<file path="src/rtl/toggle_handshake_tx.sv">
// Source side of a two-phase toggle req/ack clock-domain-crossing handshake.
// One word per transfer: the request level toggles on accept, and the data stays
// frozen on the crossing bus until the synchronized ack level matches the request.
module toggle_handshake_tx #(
    parameter int unsigned WIDTH   = 8,
    parameter int unsigned STAGES  = 2,
    parameter int unsigned TIMEOUT = 64
) (
    input  logic             clk,
    input  logic             reset_n,
    input  logic             send_valid,
    input  logic [WIDTH-1:0] send_data,
    output logic             send_ready,
    output logic             xfer_req,
    output logic [WIDTH-1:0] xfer_data,
    input  logic             xfer_ack,
    output logic             done,
    output logic             timeout_err
);

    // Counter counts up to TIMEOUT; at least one bit even when the timeout is disabled.
    localparam int unsigned CntW = (TIMEOUT == 0) ? 1 : $clog2(TIMEOUT + 1);
    localparam logic [CntW-1:0] CntMax  = CntW'(TIMEOUT);
    localparam logic [CntW-1:0] CntLast = (TIMEOUT == 0) ? '0 : CntW'(TIMEOUT - 1);

    typedef enum logic [1:0] {
        StIdle    = 2'd0,
        StWaitAck = 2'd1,
        StErr     = 2'd2
    } state_e;

    state_e            state_q, state_d;
    logic [STAGES-1:0] ack_sync_q;
    logic              req_q, req_d;
    logic [WIDTH-1:0]  data_q, data_d;
    logic [CntW-1:0]   cnt_q, cnt_d;
    logic              done_q, done_d;
    logic              err_q, err_d;

    logic ack_s;
    logic ack_s_next;
    logic match;
    logic match_next;

    // Ack synchronizer: the only place xfer_ack is sampled.
    always_ff @(posedge clk) begin
        if (!reset_n) begin
            ack_sync_q <= '0;
        end else begin
            ack_sync_q <= {ack_sync_q[STAGES-2:0], xfer_ack};
        end
    end

    assign ack_s      = ack_sync_q[STAGES-1];
    // Value ack_s takes on the coming edge; completion is decided on it so that
    // done and the return of send_ready land in the same cycle as the ack_s change.
    assign ack_s_next = ack_sync_q[STAGES-2];
    assign match      = (ack_s == req_q);
    assign match_next = (ack_s_next == req_q);

    // State and output registers.
    always_ff @(posedge clk) begin
        if (!reset_n) begin
            state_q <= StIdle;
            req_q   <= 1'b0;
            data_q  <= '0;
            cnt_q   <= '0;
            done_q  <= 1'b0;
            err_q   <= 1'b0;
        end else begin
            state_q <= state_d;
            req_q   <= req_d;
            data_q  <= data_d;
            cnt_q   <= cnt_d;
            done_q  <= done_d;
            err_q   <= err_d;
        end
    end

    // Next-state logic and the combinational ready.
    always_comb begin
        state_d    = state_q;
        req_d      = req_q;
        data_d     = data_q;
        cnt_d      = cnt_q;
        done_d     = 1'b0;
        err_d      = err_q;
        send_ready = 1'b0;

        unique case (state_q)
            StIdle: begin
                // A stray ack toggle leaves match low, holding off new words.
                send_ready = match;
                if (send_valid && match) begin
                    req_d   = ~req_q;
                    data_d  = send_data;
                    cnt_d   = '0;
                    state_d = StWaitAck;
                end
            end
            StWaitAck: begin
                if (cnt_q != CntMax) begin
                    cnt_d = cnt_q + 1'b1;
                end
                // Ack arrival wins over a timeout on the same edge.
                if (match_next) begin
                    done_d  = 1'b1;
                    state_d = StIdle;
                end else if ((TIMEOUT != 0) && (cnt_q == CntLast)) begin
                    err_d   = 1'b1;
                    state_d = StErr;
                end
            end
            StErr: begin
                if (cnt_q != CntMax) begin
                    cnt_d = cnt_q + 1'b1;
                end
                // Late ack recovers silently: no done pulse for an overdue transfer.
                if (match_next) begin
                    err_d   = 1'b0;
                    state_d = StIdle;
                end
            end
            default: begin
                state_d = StIdle;
            end
        endcase
    end

    assign xfer_req    = req_q;
    assign xfer_data   = data_q;
    assign done        = done_q;
    assign timeout_err = err_q;

endmodule

</file>
<file path="config.mk">
export PLATFORM = sky130hd
export DESIGN_NAME = toggle_handshake_tx
export DESIGN_NICKNAME = d
export VERILOG_FILES = /design/src/rtl/toggle_handshake_tx.sv
export SDC_FILE = /design/constraint.sdc
export NUM_CORES = 1
export LEC_CHECK = 0
export BUFFER_PORTS_ARGS = -buffer_cell sky130_fd_sc_hd__buf_2
export CORE_MARGIN = 2
export CORE_UTILIZATION = 23
export CTS_CLUSTER_DIAMETER = 100
export DETAILED_ROUTE_END_ITERATION = 8
export GPL_ROUTABILITY_DRIVEN = 0
export PLACE_DENSITY = 0.4
export SETUP_SLACK_MARGIN = 0.15
export SYNTH_ARGS = -nofsm -noshare
export SYNTH_HDL_FRONTEND = slang
export SYNTH_SLANG_ARGS = --single-unit
export TNS_END_PERCENT = 30
</file>
<file path="constraint.sdc">
create_clock -name clk -period 4.6 [get_ports clk]
set_input_delay 0.23 -clock clk [delete_from_list [all_inputs] [get_ports clk]]
set_output_delay 0.23 -clock clk [all_outputs]
set_load 0.01 [all_outputs]
</file>
==> results.py, run 1 <==
metrics = {
    "outcome": {
        "status": "finished clean",
    },
    "synth": {
        "synth_common_cells": "22 x dfxtp_1, 12 x nor2_1, 9 x mux2i_1",
        "netlist_top_cells_area": "dfxtp_1 41%, mux2i_1 8.3%, ha_1 5.8%, nor2_1 4.2%, a32o_1 2.8%",
        "synth-seq-area-share_pct": 40.6,
        "yosysMostFrequentCell": "dfxtp_1",
        "synth_edf_count": 0,
        "ys_warn_count": 0,
        "syn-cell-area_um2": 1080,
        "syn_inst": 118,
        "synth_top_area_share_pct": 40.6,
        "ys.flop_type": "dfxtp_1",
        "synth_seq_cells": 22,
        "syn_nets": 135,
        "syn_avg_cell_area_um2": 9.19,
        "synth_cell_types": 37,
        "async_reset_ff_share_pct": 0,
        "yosys.area.top_type": "dfxtp_1",
    },
    "global_routing": {
        "grt_pass1_vias": 857,
        "grt_pass1_wl_um": 3890,
        "grt_max_degree": 17,
        "antenna_found_initial": 0,
        "grt_overflow": 0,
        "gr-usage-all-layers_pct": 9.33,
    },
    "route": {
        "avgRoutedWirePerCell_um": 12.1,
        "drt_iter0_drc": 20,
        "routed_wl_um": 2320,
        "vias": 896,
        "ant_nets": 0,
        "vias_per_cell": 4.69,
        "first_pass_iters": 4,
        "drc": 0,
    },
    "timing": {
        "fin_crit_ns": 1.89,
        "fmaxAchievable_mhz": 529,
        "slew-limit-headroom_pct": 64.5,
        "fin_worst_skew_ns": 0.00216,
        "setup_viol": 0,
        "post-route-period-util_pct": 41.1,
        "finalHoldViolCount": 0,
        "worstMarginPinSlew_ns": 0.532,
        "finalSetupTns_ns": 0,
        "slew_violations": 0,
        "rsz0062_at_grt": "false",
    },
    "cts": {
        "path_clk_slew_ns": 0.09,
        "post_cts_resized": 0,
        "clk_path_buf_depth": 2,
        "ctsHoldBuffers": 0,
        "cts_tree": "built",
        "cts-root-buf": "clkbuf_8",
        "clock_latency_ns": 0.26,
        "postCtsSetupBuffers": 0,
        "cts_inserted_buffers": 3,
        "cts.htree.levels": 1,
        "cts.sinks": 22,
    },
    "die": {
        "ios": 24,
        "dieWidth_um": 72.7,
        "core_um2": 4440,
        "die_height_um": 72.7,
        "dieArea_um2": 5280,
        "num_rows": 24,
        "start_util_pct": 24.4,
    },
    "layout": {
        "multi_input_area_um2": 579,
        "area_growth_pct": 19.6,
        "stdcell_count": 191,
        "fin_nets": 157,
        "design_area_um2": 1300,
        "register_area_um2": 440,
        "fill_cells": 464,
        "drive_gt1_share_pct": 21.6,
        "diodes": 0,
        "post-route-util_pct": 29.2,
    },
    "pwr": {
        "power_density_nw_per_um2": 483,
        "power_w": 0.000627,
        "irDropWorstVdd_mv": 0.218,
        "leakage_nw": 0.551,
    },
    "placement": {
        "placed_cell_area_um2": 1230,
        "dp_cells": 187,
        "portBuffers": 23,
        "dpl.hpwl_um": 1770,
    },
    "critical_path": {
        "critPathLaunchType": "register",
        "crit_type": "register to register",
        "critPathMaxFanout": 10,
        "arrival_ns": 2.05,
        "critPathRequiredTime_ns": 4.76,
        "crit_path_end_kind": "register",
    },
    "min_path": {
        "worstHoldPathType": "input port to register",
    },
    "job": {
        "max_cap_viol_count": 0,
    },
}
-- worst max-delay path, cell delays in order (launching register included) --
cell and delay [ns]:
dfxtp_1 0.36, inv_1 0.07, ha_1 0.41, nor2b_1 0.18
a31o_1 0.29, and3_4 0.24, a31o_2 0.24
-- state kept, by name (all words and copies together), names as in the netlist --
register / count
ack_sync_q: 2
cnt_q: 7
done: 1
state_q: 2
timeout_err: 1
xfer_data: 8
xfer_req: 1
-- stage by stage --
| stage | setup WS (ns) | hold WS, ns |
|---|---|---|
| after detailed placement | 2.72 | 0.445 |
| final | 2.71 | 0.170 |
| after global routing | 2.59 | 0.171 |
| after floorplan | 2.83 | 0.357 |
| after global placement | 2.76 | 0.440 |
| after CTS | 2.71 | 0.162 |
-- cell families after synthesis --
family / synth area share, %
buffers and inverters: 6.00
AO/OA/AOI/OAI: 16.1
XOR/XNOR: 2.42
flip-flops: 40.6
multiplexers: 8.30
adder cells (fa/ha/maj): 5.77
AND/OR/NAND/NOR: 20.8
-- final cells by class --
cell class,instances,area share [%]
Clock buffer,3,3.18
Clock inverter,1,2.31
Inverter,7,2.03
Multi-Input combinational cell,83,44.6
Sequential cell,22,33.9
Tap cell,52,5.01
Timing Repair Buffer,23,8.87
-- metal layers --
layer | vias up | track usage [%] | wire [um]
met2 | 9 | 15.4 | 1110
met4 | 0 | 4.53 | 48
met1 | 420 | 12.0 | 1120
met3 | 4 | 1.24 | 43
li1 | 463 | - | -
met5 | - | 0 | 0
-- path summary, 6_finish.rpt --
| path | end | startpoint | slack, ns | depth (start not counted) |
|---|---|---|---|---|
| worst max-delay path | cnt_q[0] | state_q[0] | 2.71 | 6 |
| worst min-delay path | ack_sync_q[0] | xfer_ack | 0.17 | 2 |
| worst max register to register | cnt_q[0] | state_q[0] | 2.71 | 6 |
| worst min register to register | state_q[0] | state_q[0] | 0.49 | 2 |
-- cell usage in the layout (no fill, tap or decap), types with 2 or more instances in the layout --
cell / netlist / layout
o21ai_0: 3 / 3
clkbuf_8: 0 / 3
nor2_1: 12 / 12
and3_1: 2 / 2
buf_2: 0 / 23
a211oi_1: 2 / 2
inv_1: 7 / 7
a41o_1: 2 / 2
ha_1: 5 / 5
a31oi_1: 2 / 2
mux2i_1: 9 / 9
a311oi_1: 2 / 2
dfxtp_1: 22 / 22
nand2_1: 7 / 7
nor3_1: 3 / 3
a21oi_1: 3 / 3
xnor2_1: 3 / 3
nand3_1: 4 / 4
a32o_1: 3 / 3
and2_1: 3 / 3
nand2b_1: 4 / 4
-- report_power, final --
part,switching (W),internal [W]
registers,0.0000189,0.000215
clock network,0.0000677,0.000116
logic,0.000118,0.0000909
Power figures use the tool's default switching activity.
==> run 2: changes to the inputs <==
Settings changed: PLACE_DENSITY 0.4 to 0.42.
Clock period 4.6 ns to 1.7 ns, I/O delays scaled along.
==> run 2 against run 1 <==
  * Clock skew hardly changed
  * Via count is 0.56% higher
  * Count of clock-buffer cells in the layout stayed put
  * Register-to-register slack worse by 2.5 ns
  * Combinational power grew to 3.3 times the previous value
  * Global-route usage is 0.54 points higher
  * Maximum frequency is 25% higher
  * First-iteration DRC count is 30% lower
  * Utilization is 2.2 points higher
  * Non-clock buffer count is 4 higher
  * Wire length is 5.7% higher
  * Largest cell class unchanged
==> results.py, run 2 (synthesis results as in run 1) <==
metrics = {
    "outcome": {
        "status": "finished clean",
    },
    "global_routing": {
        "grt_pass1_vias": 918,
        "antenna_found_initial": 0,
        "grt_max_degree": 17,
        "gr-usage-all-layers_pct": 9.87,
        "grt_overflow": 0,
        "grt_pass1_wl_um": 4110,
    },
    "critical_path": {
        "crit_type": "register to register",
        "critPathRequiredTime_ns": 1.86,
        "cp_slowest_cell": "dfxtp_2",
        "crit_path_end_kind": "register",
        "cpPeakStageDelay_ns": 0.36,
        "arrival_ns": 1.67,
        "cp_num_buf_inv": 1,
        "critPathMaxFanout": 7,
        "path_cells": "inv_2 > ha_4 > nand4_1 > and3_4 > a31o_2",
        "critPathLaunchType": "register",
        "crit_family": "simple AND/OR/NAND/NOR gates",
    },
    "timing": {
        "setup_viol": 0,
        "slew-limit-headroom_pct": 71.6,
        "finalHoldViolCount": 0,
        "post-route-period-util_pct": 88.9,
        "fin_worst_skew_ns": 0.00231,
        "worst_slack_ns": 0.188,
        "rsz0062_at_grt": "true",
        "slew_violations": 0,
        "fmaxAchievable_mhz": 661,
        "worstMarginPinSlew_ns": 0.422,
        "fin_crit_ns": 1.51,
        "finalSetupTns_ns": 0,
    },
    "cts": {
        "clock_latency_ns": 0.26,
        "cts_inserted_buffers": 3,
        "cts_tree": "built",
        "clk_path_buf_depth": 2,
        "cts.htree.levels": 1,
        "cts.sinks": 22,
        "path_clk_slew_ns": 0.08,
        "cts-root-buf": "clkbuf_8",
    },
    "route": {
        "routed_wl_um": 2450,
        "vias": 901,
        "avgRoutedWirePerCell_um": 12.6,
        "vias_per_cell": 4.62,
        "first_pass_iters": 4,
        "drt_iter0_drc": 14,
        "drc": 0,
        "ant_nets": 0,
    },
    "pwr": {
        "leakage_nw": 0.582,
        "power_density_nw_per_um2": 1290,
        "irDropWorstVdd_mv": 0.559,
    },
    "die": {
        "ios": 24,
        "dieArea_um2": 5280,
        "die_height_um": 72.7,
        "dieWidth_um": 72.7,
        "core_um2": 4440,
        "num_rows": 24,
        "start_util_pct": 24.4,
    },
    "layout": {
        "multi_input_area_um2": 638,
        "final_cell_mix": "23 x buf_2, 18 x dfxtp_1, 12 x nor2_1, 9 x mux2i_1, 7 x nand2_1",
        "area_growth_pct": 28.5,
        "diodes": 0,
        "largest_register_ffs": 8,
        "fin_nets": 161,
        "register_area_um2": 448,
        "final_common_cell": "buf_2",
        "drive_gt1_share_pct": 32.2,
        "fill_cells": 468,
    },
    "min_path": {
        "worstHoldPathType": "input port to register",
    },
    "placement": {
        "pre_cts_slack_ns": 0.0115,
        "dpl.hpwl_um": 1840,
        "portBuffers": 23,
    },
    "job": {
        "max_cap_viol_count": 0,
    },
}
[run 2: final cells by class]
type | instances | share of cell area [%]
timing repair buffer | 27 | 10.4
sequential | 22 | 32.1
clock buffer | 3 | 2.96
clock inverter | 1 | 2.15
inverter | 7 | 1.89
tap | 52 | 4.67
multi-input combinational | 83 | 45.8
[run 2: worst register-to-register path: stages, from the launching register on]
cell	delay, ns
dfxtp_2	0.36
inv_2	0.05
ha_4	0.27
nand4_1	0.23
and3_4	0.31
a31o_2	0.20
[run 2: repair_timing]
item	in CTS	in global routing
buffers inserted	0	0
hold buffers	0	0
gates resized for setup	7	4
pin swaps	2	2
setup endpoints to repair	9	9
[run 2: report_power, final]
group | internal (W) | total (W) | switching (W)
Combinational | 0.000321 | 0.000684 | 0.000363
Clock | 0.000314 | 0.000484 | 0.000169
Sequential | 0.000584 | 0.000627 | 0.0000429
Total | 0.00122 | 0.00179 | 0.000575
[run 2: path summary, 6_finish.rpt]
check,startpoint,end,slack (ns),cells after the start
hold / removal,xfer_ack,ack_sync_q[0],0.03,2
setup reg to reg,state_q[0],cnt_q[0],0.19,5
setup / recovery,state_q[0],cnt_q[0],0.19,5
hold reg to reg,state_q[0],state_q[0],0.49,2
[run 2: metrics by stage]
stage                     hold WS (ns)  cell area, um2  power (W)  instances  utilization, %
after global routing            0.0406            1390    0.00194        195            31.4
after global placement           0.298            1270    0.00128        191            28.6
final                           0.0260            1390    0.00179        195            31.4
after CTS                       0.0146            1370    0.00180        195            30.8
after floorplan                  0.212            1110    0.00115        118               -
after detailed placement         0.295            1270    0.00129        191            28.6
[run 2: per-layer routing]
layer | routed length, um | global-route usage (%) | share of wire [%]
met4 | 31 | 3.09 | 1.3
met1 | 1180 | 12.5 | 48
met2 | 1060 | 16.0 | 43
met3 | 177 | 3.18 | 7.2
met5 | 0 | 0 | 0
